<file path="src/rtl/spi_shift_engine_if.sv">
// Transmit/receive handshake bundle between the SPI register front end
// (master side) and the SPI shift engine (slave side).
interface spi_shift_engine_if #(
  parameter int unsigned MAX_BITS = 32
);
  logic [MAX_BITS-1:0] tx_data;
  logic                tx_valid;
  logic                tx_ready;
  logic [MAX_BITS-1:0] rx_data;
  logic                rx_valid;

  // Register front end: offers words to send, collects received words
  modport master (
    output tx_data,
    output tx_valid,
    input  tx_ready,
    input  rx_data,
    input  rx_valid
  );

  // Shift engine: accepts words to send, returns received words
  modport slave (
    input  tx_data,
    input  tx_valid,
    output tx_ready,
    output rx_data,
    output rx_valid
  );
endinterface

</file>
<file path="src/rtl/spi_shift_engine.sv">
// SPI master shift stage fed by the fractional baud-rate divider.
// Every transition of baud_in is one SCLK half-period ("tick").
// Frames of 1..32 bits are shifted MSB first; CS is held for
// CS_HOLD_TICKS half-periods after the last SCLK edge.
// Optional build macro SPI_LOOPBACK_EN adds a 'loopback' input that
// samples the internal MOSI instead of the MISO pin.
module spi_shift_engine #(
  parameter int unsigned MAX_BITS      = 32,
  parameter int unsigned CS_HOLD_TICKS = 1
) (
  input  logic              clock,
  input  logic              reset,
  input  logic              baud_in,
  spi_shift_engine_if.slave bus,
  input  logic [4:0]        word_size,
  input  logic              cpol,
  input  logic              cpha,
  input  logic              miso,
`ifdef SPI_LOOPBACK_EN
  input  logic              loopback,
`endif
  output logic              sclk,
  output logic              mosi,
  output logic              cs_n,
  output logic              busy
);

  localparam int unsigned CNT_W = $clog2(2 * MAX_BITS + 1);

  typedef enum logic [1:0] {
    S_IDLE,
    S_SETUP,
    S_SHIFT,
    S_HOLD
  } state_t;

  state_t              r_state;
  state_t              w_next_state;

  logic                r_baud_q;
  logic                w_tick;

  logic [MAX_BITS-1:0] r_tx_word;
  logic [4:0]          r_ws;
  logic                r_cpol;
  logic                r_cpha;

  logic [CNT_W-1:0]    r_half_cnt;
  logic [4:0]          r_bit_idx;
  logic [3:0]          r_hold_cnt;

  logic [MAX_BITS-1:0] r_rx_shift;
  logic [MAX_BITS-1:0] r_rx_data;
  logic                r_rx_valid;
  logic [MAX_BITS-1:0] w_rx_mask;

  logic                r_sclk;
  logic                r_mosi;
  logic                r_cs_n;

  logic                w_accept;
  logic                w_edge;
  logic                w_lead;
  logic                w_last_edge;
  logic                w_drive;
  logic                w_sample;
  logic                w_sample_bit;
  logic                w_done;
  logic                w_hold_done;

  // A tick is any change of the divider level since the previous clock
  always_ff @(posedge clock or posedge reset) begin
    if (reset) begin
      r_baud_q <= 1'b0;
    end else begin
      r_baud_q <= baud_in;
    end
  end

  assign w_tick = baud_in ^ r_baud_q;

  assign w_accept    = (r_state == S_IDLE) && bus.tx_valid;
  // Edge number k (1-based) happens while the counter holds 2N-k+1,
  // so an even counter value marks a leading (odd-numbered) edge.
  assign w_edge      = (r_state == S_SHIFT) && w_tick && (r_half_cnt != '0);
  assign w_lead      = ~r_half_cnt[0];
  assign w_last_edge = (r_half_cnt == CNT_W'(1));
  assign w_drive     = w_edge && (r_cpha ? w_lead : (!w_lead && !w_last_edge));
  assign w_sample    = w_edge && (r_cpha ? !w_lead : w_lead);
  assign w_done      = (r_state == S_SHIFT) && (r_half_cnt == '0);
  assign w_hold_done = (r_state == S_HOLD) && w_tick &&
                       (r_hold_cnt == 4'(CS_HOLD_TICKS - 1));

`ifdef SPI_LOOPBACK_EN
  assign w_sample_bit = loopback ? r_mosi : miso;
`else
  assign w_sample_bit = miso;
`endif

  // State register
  always_ff @(posedge clock or posedge reset) begin
    if (reset) begin
      r_state <= S_IDLE;
    end else begin
      r_state <= w_next_state;
    end
  end

  // Next-state decode; a tick coinciding with acceptance is not seen by SETUP
  always_comb begin
    w_next_state = r_state;
    unique case (r_state)
      S_IDLE:  if (bus.tx_valid) w_next_state = S_SETUP;
      S_SETUP: if (w_tick)       w_next_state = S_SHIFT;
      S_SHIFT: if (w_done)       w_next_state = S_HOLD;
      S_HOLD:  if (w_hold_done)  w_next_state = S_IDLE;
      default:                   w_next_state = S_IDLE;
    endcase
  end

  // Keep only the word_size+1 received bits
  always_comb begin
    w_rx_mask = '0;
    for (int unsigned i = 0; i < MAX_BITS; i++) begin
      w_rx_mask[i] = (i <= 32'(r_ws));
    end
  end

  // Frame capture, bit/edge counting, serial shifting and pin registers
  always_ff @(posedge clock or posedge reset) begin
    if (reset) begin
      r_tx_word  <= '0;
      r_ws       <= '0;
      r_cpol     <= 1'b0;
      r_cpha     <= 1'b0;
      r_half_cnt <= '0;
      r_bit_idx  <= '0;
      r_hold_cnt <= '0;
      r_rx_shift <= '0;
      r_rx_data  <= '0;
      r_rx_valid <= 1'b0;
      r_sclk     <= 1'b0;
      r_mosi     <= 1'b0;
      r_cs_n     <= 1'b1;
    end else begin
      r_rx_valid <= 1'b0;
      unique case (r_state)
        S_IDLE: begin
          r_sclk <= cpol;
          if (w_accept) begin
            r_tx_word  <= bus.tx_data;
            r_ws       <= word_size;
            r_cpol     <= cpol;
            r_cpha     <= cpha;
            r_cs_n     <= 1'b0;
            r_half_cnt <= (CNT_W'(word_size) + CNT_W'(1)) << 1;
            r_hold_cnt <= '0;
            r_rx_shift <= '0;
            // With cpha=0 the first bit must be on the wire before the
            // leading edge, so it goes out together with CS.
            if (cpha) begin
              r_bit_idx <= word_size;
            end else begin
              r_bit_idx <= word_size - 5'd1;
              r_mosi    <= bus.tx_data[word_size];
            end
          end
        end
        S_SETUP: begin
        end
        S_SHIFT: begin
          if (w_edge) begin
            r_sclk     <= ~r_sclk;
            r_half_cnt <= r_half_cnt - CNT_W'(1);
            if (w_drive) begin
              r_mosi    <= r_tx_word[r_bit_idx];
              r_bit_idx <= r_bit_idx - 5'd1;
            end
            if (w_sample) begin
              r_rx_shift <= {r_rx_shift[MAX_BITS-2:0], w_sample_bit};
            end
          end else if (w_done) begin
            r_rx_valid <= 1'b1;
            r_rx_data  <= r_rx_shift & w_rx_mask;
            r_sclk     <= r_cpol;
            r_hold_cnt <= '0;
          end
        end
        S_HOLD: begin
          if (w_tick) begin
            if (w_hold_done) begin
              r_cs_n <= 1'b1;
            end else begin
              r_hold_cnt <= r_hold_cnt + 4'd1;
            end
          end
        end
        default: begin
        end
      endcase
    end
  end

  assign bus.tx_ready = (r_state == S_IDLE);
  assign bus.rx_data  = r_rx_data;
  assign bus.rx_valid = r_rx_valid;
  assign busy         = (r_state != S_IDLE);
  assign sclk         = r_sclk;
  assign mosi         = r_mosi;
  assign cs_n         = r_cs_n;

endmodule

</file>
<file path="src/flat_wrapper.sv">
// flat-port wrapper written by rule: the top's interface ports become plain ports
module spi_shift_engine_flat 
#(
  parameter int unsigned MAX_BITS      = 32,
  parameter int unsigned CS_HOLD_TICKS = 1
)
  (clock, reset, baud_in, word_size, cpol, cpha, miso, sclk, mosi, cs_n, busy, bus_tx_data, bus_tx_valid, bus_tx_ready, bus_rx_data, bus_rx_valid);
  spi_shift_engine_if #(.MAX_BITS(MAX_BITS)) bus_i ();
  input  logic clock;
  input  logic reset;
  input  logic baud_in;
  input  logic [4:0] word_size;
  input  logic cpol;
  input  logic cpha;
  input  logic miso;
  output logic sclk;
  output logic mosi;
  output logic cs_n;
  output logic busy;
  input wire logic [$bits(bus_i.tx_data)-1:0] bus_tx_data;
  input wire logic [$bits(bus_i.tx_valid)-1:0] bus_tx_valid;
  output wire logic [$bits(bus_i.tx_ready)-1:0] bus_tx_ready;
  output wire logic [$bits(bus_i.rx_data)-1:0] bus_rx_data;
  output wire logic [$bits(bus_i.rx_valid)-1:0] bus_rx_valid;
  assign bus_i.tx_data = bus_tx_data;
  assign bus_i.tx_valid = bus_tx_valid;
  assign bus_tx_ready = bus_i.tx_ready;
  assign bus_rx_data = bus_i.rx_data;
  assign bus_rx_valid = bus_i.rx_valid;
  spi_shift_engine #(.MAX_BITS(MAX_BITS), .CS_HOLD_TICKS(CS_HOLD_TICKS)) u_core (.clock(clock), .reset(reset), .baud_in(baud_in), .bus(bus_i), .word_size(word_size), .cpol(cpol), .cpha(cpha), .miso(miso), .sclk(sclk), .mosi(mosi), .cs_n(cs_n), .busy(busy));
endmodule
</file>
<file path="config.mk">
export PLATFORM = sky130hd
export DESIGN_NAME = spi_shift_engine_flat
export DESIGN_NICKNAME = d
export VERILOG_FILES = /design/src/rtl/spi_shift_engine_if.sv /design/src/rtl/spi_shift_engine.sv /design/src/flat_wrapper.sv
export SDC_FILE = /design/constraint.sdc
export NUM_CORES = 1
export LEC_CHECK = 0
export CORE_UTILIZATION = 50
export DETAILED_ROUTE_END_ITERATION = 10
export GPL_TIMING_DRIVEN = 0
export PLACE_DENSITY = 0.75
export SETUP_SLACK_MARGIN = 0.1
export SLEW_MARGIN = 20
export SYNTH_ARGS = -nofsm -noshare
export SYNTH_HDL_FRONTEND = slang
export SYNTH_SLANG_ARGS = --single-unit
</file>
<file path="constraint.sdc">
create_clock -name clock -period 5.2 [get_ports clock]
set_clock_uncertainty 0.05 [all_clocks]
set_input_delay 0.78 -clock clock [delete_from_list [all_inputs] [get_ports clock]]
set_output_delay 0.78 -clock clock [all_outputs]
set_load 0.03 [all_outputs]
</file>
## Word-level counts from Yosys, hierarchy flattened

Index checks and enable logic that the tools add are counted.

- Add/sub/neg operators: 5
- Order comparisons: 33
- Equal/unequal tests: 17
- Multiplexer cells: 44
- Bitwise logic cells: 5
- Reduce and logical (&&, ||, !) cells: 28

Operator list:

| cell | count |
|---|---|
| 32-bit two-way mux | 3 |
| 5-bit <= comparator, first input constant | 16 |
| 32-bit case mux with 2 select lines | 1 |
| 4-bit by 5-bit <= comparator with 1-bit output, first input constant | 8 |
| 32-bit bitwise AND | 1 |
| 3-bit by 5-bit <= comparator with 1-bit output, first input constant | 4 |
| 4-bit two-way mux | 5 |
| 5-bit two-way mux | 4 |
| 1-bit two-way mux | 16 |
| 2-bit by 1-bit != test with 1-bit output, second input constant | 8 |
| 4-bit AND reduction | 4 |
| 7-bit two-way mux | 2 |
| 7-bit case mux with 2 select lines | 1 |
| 5-bit by 6-bit less-than comparator with 1-bit output, second input constant | 2 |
| 4-bit case mux with 3 select lines | 1 |
| 1-bit binary-select mux with 5-bit select | 2 |
| 2-bit by 5-bit <= comparator with 1-bit output, first input constant | 2 |
| 5-bit case mux with 2 select lines | 1 |
| 5-bit by 1-bit subtractor with 5-bit output, second input constant | 2 |
| 1-bit logical AND | 9 |
| 2-bit two-way mux | 4 |
| 2-bit != test, second input constant | 4 |
| 2-bit case mux with 4 select lines | 1 |
| 7-bit by 1-bit equality test with 1-bit output, second input constant | 1 |
| 21 further kinds | 30 |

- Flip-flop bits (word level): 126
- Input bits: 44
- Output and inout bits: 38

## Depth between registers and ports, before layout

- Word-level depth: 8
- Depth in mapped cells: 10

## Worst setup path before layout

No wires, ideal clock.

- Path type: input to register
- Start: input port word_size[0]
- End: register u_core.r_mosi, in the netlist u_core.mosi
- Setup time: 0.125 ns
- Arrival: 2.209 ns
- Data required time: 5.025 ns
- Setup slack: 2.816 ns
- Stages on the path: 6
- Path buffers: 1
- Path through: buf_2 > mux4_2 > mux2_2 > a31oi_1 > a31oi_1 > mux2_2

- Longest elaborated chain between the ends: 5

RTL lines:

| what | RTL line | source |
|---|---|---|
| start: declaration | flat_wrapper.sv:12 | `input logic [4:0] word_size;` |
| 1-bit binary-select mux with 5-bit select | spi_shift_engine.sv:165 | `r_mosi <= bus.tx_data[word_size];` |
| 1-bit two-way mux (not written as such) | spi_shift_engine.sv:165 |  |
| 1-bit two-way mux | spi_shift_engine.sv:161 | `if (cpha) begin` |
| 1-bit two-way mux | spi_shift_engine.sv:150 | `if (w_accept) begin` |
| 1-bit case mux with 2 select lines | spi_shift_engine.sv:147 | `unique case (r_state)` |
| end signal: assignment | spi_shift_engine.sv:165 |  |
| end signal: assignment | spi_shift_engine.sv:176 | `r_mosi <= r_tx_word[r_bit_idx];` |
| end: declaration | spi_shift_engine.sv:58 | `logic r_mosi;` |

No other way between the ends. The select of a mux whose other input is x is not followed.
A chain may end at the register's enable or synchronous reset.

## Worst setup path after layout

- Start: register u_core.r_state[1]
- End: output port busy

- Longest elaborated chain between the ends: 1

RTL lines:

| what | RTL line | source |
|---|---|---|
| start: declaration | spi_shift_engine.sv:37 | `state_t r_state;` |
| start signal: assignment | spi_shift_engine.sv:105 | `r_state <= w_next_state;` |
| 2-bit nonzero test | spi_shift_engine.sv:207 | `assign busy = (r_state != S_IDLE);` |
| end: declaration | flat_wrapper.sv:19 | `output logic busy;` |

No other way between the ends.

==> results by group <==
Worst setup path
  – Worst reg2reg path depth: 8
  – FF-to-FF End: u_core.r_rx_shift[31]$_DFFE_PP0P_
  – Reg-to-reg startpoint: u_core.r_state[1]$_DFFE_PP0P_
  – Critical Setup Path Class: register to output pin
  – Critical path endpoint category: output pin
  – Worst path arrival time: 1970 ps
  – Critical-path maximum fanout: 4
  – Type of origin of the critical path: register
  – Reg2reg setup slack: 2690 ps
  – Critical Path RT: 4370 ps

Synthesis
  – Distinct cells, synth: 55
  – Mapped Cells: 624
  – Synth Area per Inst: 10.01 sq um
  – Warnings from Yosys: 0
  – Synth Register Bits: 126
  – Top_reg_cell synth: dfrtp_1
  – Post-Syn Nets: 681
  – Post-synth EDFFs: 0
  – Asr flop ratio synth: 1.000
  – Mapped cell area: 6243 sq um
  – Sequential element share of the synthesized area: 0.5052

Run
  – Max-cap violations: 0

Min path
  – Hold path start: u_core.cs_n$_DFFE_PP1P_
  – Worst Hold Depth: 2
  – Worst Hold Endpoint: u_core.cs_n$_DFFE_PP1P_
  – Worst Hold Class: register to register

Timing
  – Min Tclk post-route: 2804 ps
  – Period utilisation layout: 0.5393
  – Final Max Slew Viols: 0
  – Final setup vio count: 0
  – Fin Hold WS: 425.2 ps
  – Fmax: 0.3566 GHz
  – Final Hold Fails: 0
  – RSZ-0062 raised after global routing: no
  – Least-Margin Pin Slew: 657.4 ps
  – Slew margin rel.: 0.5618

Layout
  – Area grow syn2layout: 26.15%
  – Final Util: 0.6503
  – Antenna diode count: 0
  – Filler cell count: 987
  – Layout cells sized above 1: 0.1172
  – Final #Nets: 780

Routing
  – Final antenna-violating net count: 0
  – First-pass DRT Iterations: 5
  – Vias/cell: 5.576
  – Initial DRC Count: 315
  – Drt total wl: 14.84 mm
  – Post-DR wirelength/cell: 16.46 um
  – # DRC: 0
  – Via count: 5030

Place
  – IO Port Bufs: 79
  – Post-DP HPWL: 10.87 mm
  – GP Congestion: 0.8485

Clocking
  – # Post-CTS Setup Buffers: 0
  – CTS tree: yes
  – CTS HTree Levels: 4
  – CTS sink count: 126
  – CTS Buffer Depth: 2
  – Cts hold-fix bufs: 0
  – Clk slew on worst S/H paths: 50 ps
  – Root Buffer: clkbuf_16
  – Latest clock arrival within the worst-skew pair: 420 ps
  – Post-CTS sizing: 0
  – TritonCTS buffer count: 17

Floorplanning
  – Num ports: 82
  – Cell Rows: 40
  – Die area: 12940 sq um
  – Width of the die: 113.7 um
  – Initial core utilization: 0.5155
  – Die Ht: 113.7 um
  – Core Area: 12110 sq um

GRT
  – Largest net degree at the start of global routing: 82
  – Vias in the first global route: 5211
  – GRT Overall Usage: 0.2509
  – GRT overflow: 0
  – Initial antenna violation count: 0
  – First-pass GRT wire length: 25.14 mm

Power
  – Final Total Pwr: 4.029 mW
  – Peak VDD IR: 0.2825 mV
  – Pwr/cell area: 511.5 nW/um^2
  – Static Leakage: 3.288 nW

Outcome
  – Outcome: completed
[worst max-delay path by stage]
| stage | start | end | depth (start not counted) |
|---|---|---|---|
| after CTS | u_core.r_state[0]$_DFFE_PP0P_ | busy | 4 |
| after global routing | u_core.r_state[0]$_DFFE_PP0P_ | busy | 4 |
| after floorplan | reset | u_core.bus.rx_data[0]$_DFFE_PP0P_ | 1 |
| after global placement | reset | u_core.r_tx_word[14]$_DFFE_PP0P_ | 2 |
| final | u_core.r_state[1]$_DFFE_PP0P_ | busy | 4 |
| after detailed placement | word_size[1] | u_core.mosi$_DFFE_PP0P_ | 8 |
[cells by family after synthesis]
kind of cell / count (synthesis) / synth area share
simple gates: 194 / 0.1347
mux: 60 / 0.1305
xor+xnor: 11 / 0.01543
fa+ha+maj: 13 / 0.02605
flops: 126 / 0.5052
buf+inv: 61 / 0.03888
compound gates: 159 / 0.1493
[per-layer routing]
layer / share of wire / GRT usage / wire, um / vias to the layer above
met5: 0 / 0 / 0 / -
met4: 0.025 / 0.1175 / 365 / 0
met2: 0.49 / 0.4244 / 7261 / 173
met1: 0.44 / 0.3091 / 6548 / 2437
met3: 0.045 / 0.05154 / 668 / 34
li1: - / - / - / 2386
[critical path: stages, from the launching register on]
cell and delay, ps:
dfrtp_1 390, inv_1 100, ha_1 260, inv_1 130
clkdlybuf4s50_1 680
[state kept, by name, indices dropped and copies added (netlist names)]
name and count:
u_core.r_rx_shift 32, u_core.r_tx_word 32, u_core.r_hold_cnt 4, u_core.r_cpol 1
u_core.sclk 1, u_core.r_half_cnt 7, u_core.r_baud_q 1, u_core.cs_n 1
u_core.r_state 2, u_core.r_bit_idx 5, u_core.bus.rx_data 32, u_core.bus.rx_valid 1
u_core.r_cpha 1, u_core.mosi 1, u_core.r_ws 5
[report_power, final]
part,internal (mW),switching (mW),total (mW)
sequential,1.22,0.170,1.39
clock,0.797,0.409,1.21
combinational,0.599,0.835,1.43
total,2.61,1.41,4.03
[placed cells by master, fill, tap and decap left out, types with 5 or more instances in the layout]
cell type / instances
nand2_1: 135
dfrtp_1: 125
o21ai_0: 90
clkdlybuf4s50_1: 79
mux2_2: 39
clkbuf_1: 34
a21oi_1: 22
inv_1: 20
clkbuf_16: 17
nand3_1: 14
ha_1: 13
o211ai_1: 11
a21o_1: 10
nor2_1: 9
mux2i_1: 9
mux4_2: 8
xor2_1: 7
buf_1: 5
nor3_1: 5
nor2b_1: 5
[stage by stage]
| step | TNS (ps) | instance area (sq um) | std cells | setup slack (ps) |
|---|---|---|---|---|
| 4_1_cts | 0 | 7876 | 902 | 2389 |
| 3_5_place_dp | 0 | 7277 | 872 | 2015 |
| 3_3_place_gp | -78620 | 7244 | 871 | -638.6 |
| 5_1_grt | 0 | 7876 | 902 | 2318 |
| 6_report | 0 | 7876 | 902 | 2396 |
| 2_1_floorplan | 0 | 6243 | 624 | 1016 |
[area by class of cell]
type	instances	area (sq um)	area share
sequential	126	3154	0.4005
tap	168	210.2	0.02669
multi-input combinational	437	2846	0.3614
clock buffer	24	491.7	0.06243
buffer	40	163.9	0.02081
clock inverter	6	107.6	0.01366
inverter	21	83.83	0.01064
timing repair buffer	80	818.3	0.1039
[Yosys cell counts (4+ instances only)]
cell / number / area (sq um)
mux2_2: 39 / 439.2
xor2_1: 7 / 61.31
dfrtp_1: 125 / 3128
a21oi_1: 22 / 110.1
a21o_1: 10 / 75.07
mux4_1: 4 / 105.1
mux4_2: 8 / 180.2
nand2b_1: 4 / 25.02
nor2_1: 9 / 33.78
inv_1: 21 / 78.83
o21ai_0: 90 / 450.4
nand2_1: 135 / 506.7
nor2b_1: 5 / 31.28
clkbuf_1: 31 / 116.4
nand3_1: 14 / 70.07
xnor2_1: 4 / 35.03
o211ai_1: 11 / 82.58
buf_1: 5 / 18.77
nor3_1: 5 / 25.02
mux2i_1: 9 / 90.09
ha_1: 13 / 162.7
Note: power is estimated with default switching activity, not from simulation.
==> variant 1 (same flow settings) <==
`MAX_BITS` is set to 32 in 3 places; all go to 16.
--- a/src/rtl/spi_shift_engine_if.sv
+++ b/src/rtl/spi_shift_engine_if.sv
@@ -1,7 +1,7 @@
 // Transmit/receive handshake bundle between the SPI register front end
 // (master side) and the SPI shift engine (slave side).
 interface spi_shift_engine_if #(
-  parameter int unsigned MAX_BITS = 32
+  parameter int unsigned MAX_BITS = 16
 );
   logic [MAX_BITS-1:0] tx_data;
   logic                tx_valid;
--- a/src/rtl/spi_shift_engine.sv
+++ b/src/rtl/spi_shift_engine.sv
@@ -5,7 +5,7 @@
 // Optional build macro SPI_LOOPBACK_EN adds a 'loopback' input that
 // samples the internal MOSI instead of the MISO pin.
 module spi_shift_engine #(
-  parameter int unsigned MAX_BITS      = 32,
+  parameter int unsigned MAX_BITS      = 16,
   parameter int unsigned CS_HOLD_TICKS = 1
 ) (
   input  logic              clock,
--- a/src/flat_wrapper.sv
+++ b/src/flat_wrapper.sv
@@ -1,7 +1,7 @@
 // flat-port wrapper written by rule: the top's interface ports become plain ports
 module spi_shift_engine_flat 
 #(
-  parameter int unsigned MAX_BITS      = 32,
+  parameter int unsigned MAX_BITS      = 16,
   parameter int unsigned CS_HOLD_TICKS = 1
 )
   (clock, reset, baud_in, word_size, cpol, cpha, miso, sclk, mosi, cs_n, busy, bus_tx_data, bus_tx_valid, bus_tx_ready, bus_rx_data, bus_rx_valid);
Interface: changed (resized bus_rx_data and bus_tx_data); port bits go from 82 to 50. No check against the original RTL was run, so the function may have changed too.
==> variant 1 against the original RTL <==
- synthesized area fell by 37%
- critical path depth rose by 1
- routed wire length fell by 43%
- sequential cell count decreased by 50
- power is 39% lower
- design area shrank 40%
- register-to-register slack gained 0.03 ns
- worst setup slack worse by 0.10 ns
- clock power is 61% lower
- critical path type unchanged
- largest power group unchanged
==> variant 1: results (changes against the original RTL) <==
Outcome
  – Outcome: completed

Clocking
  – Number of H-tree levels: 3 (-1)
  – CTS buffer count: 9 (-8)
  – Worst-path clk slew: 0.08 ns (+0.03 ns)
  – Clk_lat worst skew: 0.36 ns (-0.06 ns)

Placement
  – Placed cells: 533 (-39%)
  – DP HPWL: 6060 um (-44%)
  – Final GP Congestion: 0.833 (-1.9%)
  – Area after DPL: 0.00454 sq mm (-38%)
  – IO buf count: 48 (-39%)
  – Pre-CTS worst setup slack: 2.05 ns (+0.0313 ns)

Global route
  – Initial antenna violation count: 0 (unchanged)
  – Pin count of the biggest net entering global routing: 58 (-29%)
  – First-pass GRT wire length: 14,800 um (-41%)
  – GRT Util Overall: 22.8% (-2.3 points)

Final layout
  – Nets: 485 (-38%)
  – Non-filler cells, final: 549 (-39%)

Logic synthesis
  – Yosys synthesis warning count: 0 (unchanged)
  – Synth unique cells: 56 (+1.8%)
  – Ranking of synthesized cells by area: dfrtp_1 48%, mux2_2 6.3%, nand2_1 6.0%, o21ai_0 5.4%, ha_1 3.8%
  – Mapped Cells: 385 (-38%)
  – Share of the yosys chip area belonging to registers: 48.7% (-1.8 points)
  – Synth cell count leaders: 75 x dfrtp_1, 62 x nand2_1, 42 x o21ai_0

Timing
  – Worst-case hold slack: 0.418 ns (-0.00770 ns)
  – Worst slew pin tran: 0.615 ns (-0.0420 ns)
  – Fmax: 0.344 GHz (-3.4%)

Setup path
  – Max incr delay on CP: 0.60 ns (-0.08 ns)
  – Worst Reg2Reg Path Length in Cells: 9 (+1)
  – Slack of the worst reg-to-reg path: 2.72 ns (+0.03 ns)
  – Worst r2r dst: u_core.r_rx_shift[15]$_DFFE_PP0P_
  – Worst path arrival time: 2.07 ns (+0.10 ns)
  – Crit-path max FO: 8 (+4)

Pwr
  – VDD IR max: 259 uV (-8.4%)
  – Leak: 2.03 nW (-38%)
  – P_sw: 992 uW (-30%)

Detailed routing
  – DR iter-0 viols: 163 (-48%)
  – WL met2: 4150 um (-43%)
  – First-pass DRT Iterations: 7 (+2)
  – Wl on met1: 3770 um (-43%)
  – Met3 routed WL: 357 um (-47%)
  – DR WL/cell: 15.3 um (-7.1%)

Min path
  – Worst hold start: u_core.bus.rx_data[8]$_DFFE_PP0P_
==> variant 1: changes by cell type after synthesis, moves of 5 or more <==
cell / before / now
o21ai_0: 90 / 42
a21oi_1: 22 / 14
o21ai_1: 0 / 7
nand2_1: 135 / 62
dfrtp_1: 125 / 75
a21o_1: 10 / 2
clkbuf_1: 31 / 16
mux2_2: 39 / 22
o211ai_1: 11 / 1
nor3_1: 5 / 11
inv_1: 21 / 16
==> variant 1: final cells by class <==
cell class	count	area, sq um	area share [%]
clock inverters	6	71.3	1.50
plain buffers	20	85.1	1.79
multi-input cells	272	1860	39.1
inverters	17	66.3	1.40
clock buffers	10	138	2.90
flip-flops and latches	76	1900	40.1
repair buffers	49	508	10.7
well taps	99	124	2.61
==> variant 1: kinds of logic (layout without fill, tap and decap cells) <==
group           after synthesis  count (layout)  synth area share, %
fa+ha+maj                    12              12                 3.84
mux                          37              37                 12.3
xor+xnor                      9               9                 2.02
buf+inv                      37             102                 3.81
compound gates               95              95                 14.9
flops                        76              76                 48.7
simple gates                119             119                 14.4
==> variant 1: power groups by stage <==
| stage | combinational (mW) | clock [mW] | sequential [mW] |
|---|---|---|---|
| final | 1.08 | 0.474 | 0.899 |
| after CTS | 1.08 | 0.482 | 0.897 |
| after global placement | 1.04 | 0 | 0.899 |
| after global routing | 1.20 | 0.507 | 0.927 |
| after detailed placement | 1.08 | 0 | 0.907 |
| after floorplan | 0.782 | 0 | 0.897 |
==> variant 1: layer usage <==
layer | vias up | global-route usage (%)
li1 | 1495 | -
met5 | - | 0
met1 | 1505 | 30.0
met4 | 0 | 6.99
met2 | 88 | 37.5
met3 | 14 | 5.30
==> variant 2 (same settings) <==
Made on the original files. Re-encode `state_t` (4 states) as one-hot, 4 bits wide.
--- a/src/rtl/spi_shift_engine.sv
+++ b/src/rtl/spi_shift_engine.sv
@@ -27,11 +27,11 @@
 
   localparam int unsigned CNT_W = $clog2(2 * MAX_BITS + 1);
 
-  typedef enum logic [1:0] {
-    S_IDLE,
-    S_SETUP,
-    S_SHIFT,
-    S_HOLD
+  typedef enum logic [3:0] {
+    S_IDLE  = 4'b0001,
+    S_SETUP = 4'b0010,
+    S_SHIFT = 4'b0100,
+    S_HOLD  = 4'b1000
   } state_t;
 
   state_t              r_state;
Function: same outputs for any inputs over 4 cycles, from zero or initial values and one cycle with reset high; so few cycles prove little.
==> variant 2 against the original RTL <==
- global-route usage up 1.1 points
- sequential share of layout area down 1.6 points
- cell count up 4.2%
- synthesized area up 6.1%
- design area up 5.7%
- sequential cell count up 2
- routed wire length up 9.3%
- power up 6.2%
- count of clock-buffer cells in the layout down 4
- worst setup slack worse by 0.29 ns
==> variant 2: results (changes against the original RTL) <==
Timing
  – Worst slew pin tran: 0.647 ns (-0.0103 ns)

Pwr
  – VDD IR max: 283 uV (about the same)
  – Leak: 3.41 nW (+3.7%)

Detailed routing
  – Vias per Instance: 5.70 (+2.2%)
  – DR iter-0 viols: 330 (+4.8%)
  – DR WL/cell: 17.3 um (+4.9%)

Final layout
  – Fraction of layout cells with a size suffix above 1: 20.3% (+8.6 points)
  – Filler cells: 996 (+0.91%)
  – Nets: 807 (+3.5%)

Placement
  – Pre-CTS worst setup slack: 2.08 ns (+0.0693 ns)
  – DP HPWL: 11,800 um (+8.2%)
  – Final GP Congestion: 0.891 (+5.0%)
  – IO buf count: 81 (+2.5%)

Global route
  – First-pass GRT wire length: 26,800 um (+6.5%)
  – GRT Util Overall: 26.2% (+1.1 points)
  – Pin count of the biggest net entering global routing: 80 (-2.4%)
  – Vias in the first global route: 5,399 (+3.6%)

Logic synthesis
  – Synth unique cells: 62 (+13%)
  – Synth cell count leaders: 131 x nand2_1, 126 x dfrtp_1, 58 x o21ai_0
  – Async S/R FF share, synth: 100% (unchanged)
  – Syn Nets: 706 (+3.7%)
  – Share of the yosys chip area belonging to registers: 48.4% (-2.1 points)
  – Ranking of synthesized cells by area: dfrtp_1 48%, mux2_2 8.0%, nand2_1 7.4%, o21ai_0 4.4%, o21ai_2 3.7%

Min path
  – Worst min path class: reg -> reg

Setup path
  – Worst path arrival time: 2.27 ns (+0.30 ns)
  – Crit-path max FO: 10 (+6)

Outcome
  – Outcome: completed
[variant 2: path summary, 6_finish.rpt]
check	from	end	slack, ns
worst min register to register	u_core.bus.rx_data[26]$_DFFE_PP0P_	u_core.bus.rx_data[26]$_DFFE_PP0P_	0.43
worst min-delay path	u_core.bus.rx_data[26]$_DFFE_PP0P_	u_core.bus.rx_data[26]$_DFFE_PP0P_	0.43
max in group asynchronous	reset	u_core.cs_n$_DFFE_PP1P_	3.63
worst max-delay path	u_core.r_state[0]$_DFFE_PP1P_	bus_tx_ready	2.10
min in group asynchronous	reset	u_core.bus.rx_data[26]$_DFFE_PP0P_	0.71
worst max register to register	u_core.r_half_cnt[0]$_DFFE_PP0P_	u_core.bus.rx_data[11]$_DFFE_PP0P_	2.69
[variant 2: final cells by class]
| cell class | count | area (sq um) | share of cell area, % |
|---|---|---|---|
| clock buffers | 20 | 467 | 5.60 |
| well taps | 172 | 215 | 2.58 |
| clock inverters | 12 | 180 | 2.16 |
| flip-flops and latches | 128 | 3210 | 38.5 |
| multi-input cells | 463 | 3090 | 37.1 |
| plain buffers | 46 | 264 | 3.17 |
| inverters | 17 | 68.8 | 0.826 |
| repair buffers | 82 | 838 | 10.1 |
[variant 2: critical path: stages, from the launching register on]
cell             delay [ns]
dfstp_2                0.53
buf_4                  0.16
nor4b_4                0.40
clkdlybuf4s50_1        0.75
[variant 2: kinds of logic after synthesis]
logic type	Yosys count	share of synthesized area [%]
buffers and inverters	63	4.95
xor gates and xnor gates	9	1.19
adders and majority gates	8	1.51
muxes	61	11.5
and+or+nand+nor	221	15.5
AOI/OAI and AO/OA	164	17.0
DFF	128	48.4
[variant 2: through the flow]
stage | instance area (sq um) | instances | setup TNS [ns] | hold WS, ns | util, %
2_1_floorplan | 6620 | 654 | 0 | 0.393 | -
3_3_place_gp | 7650 | 907 | -83.81 | 0.415 | 59.9
3_5_place_dp | 7680 | 908 | 0 | 0.420 | 60.1
4_1_cts | 8330 | 940 | 0 | 0.433 | 65.2
5_1_grt | 8330 | 940 | 0 | 0.452 | 65.2
6_report | 8330 | 940 | 0 | 0.427 | 65.2
[variant 2: per-layer routing]
layer	wire length [um]	share of wire [%]	up-vias	global-route usage, %
met5	0	0	-	0
met4	326	2.0	0	10.9
met3	637	3.9	26	5.15
met2	8200	51	152	44.1
met1	7060	44	2662	33.1
li1	-	-	2516	-
[variant 2: where the power goes]
part	internal, mW	total, mW	switching [mW]	leakage [nW]
Sequential	1.23	1.39	0.155	1.66
Combinational	0.675	1.60	0.926	1.43
Clock	0.842	1.29	0.448	0.313
Total	2.75	4.28	1.53	3.41
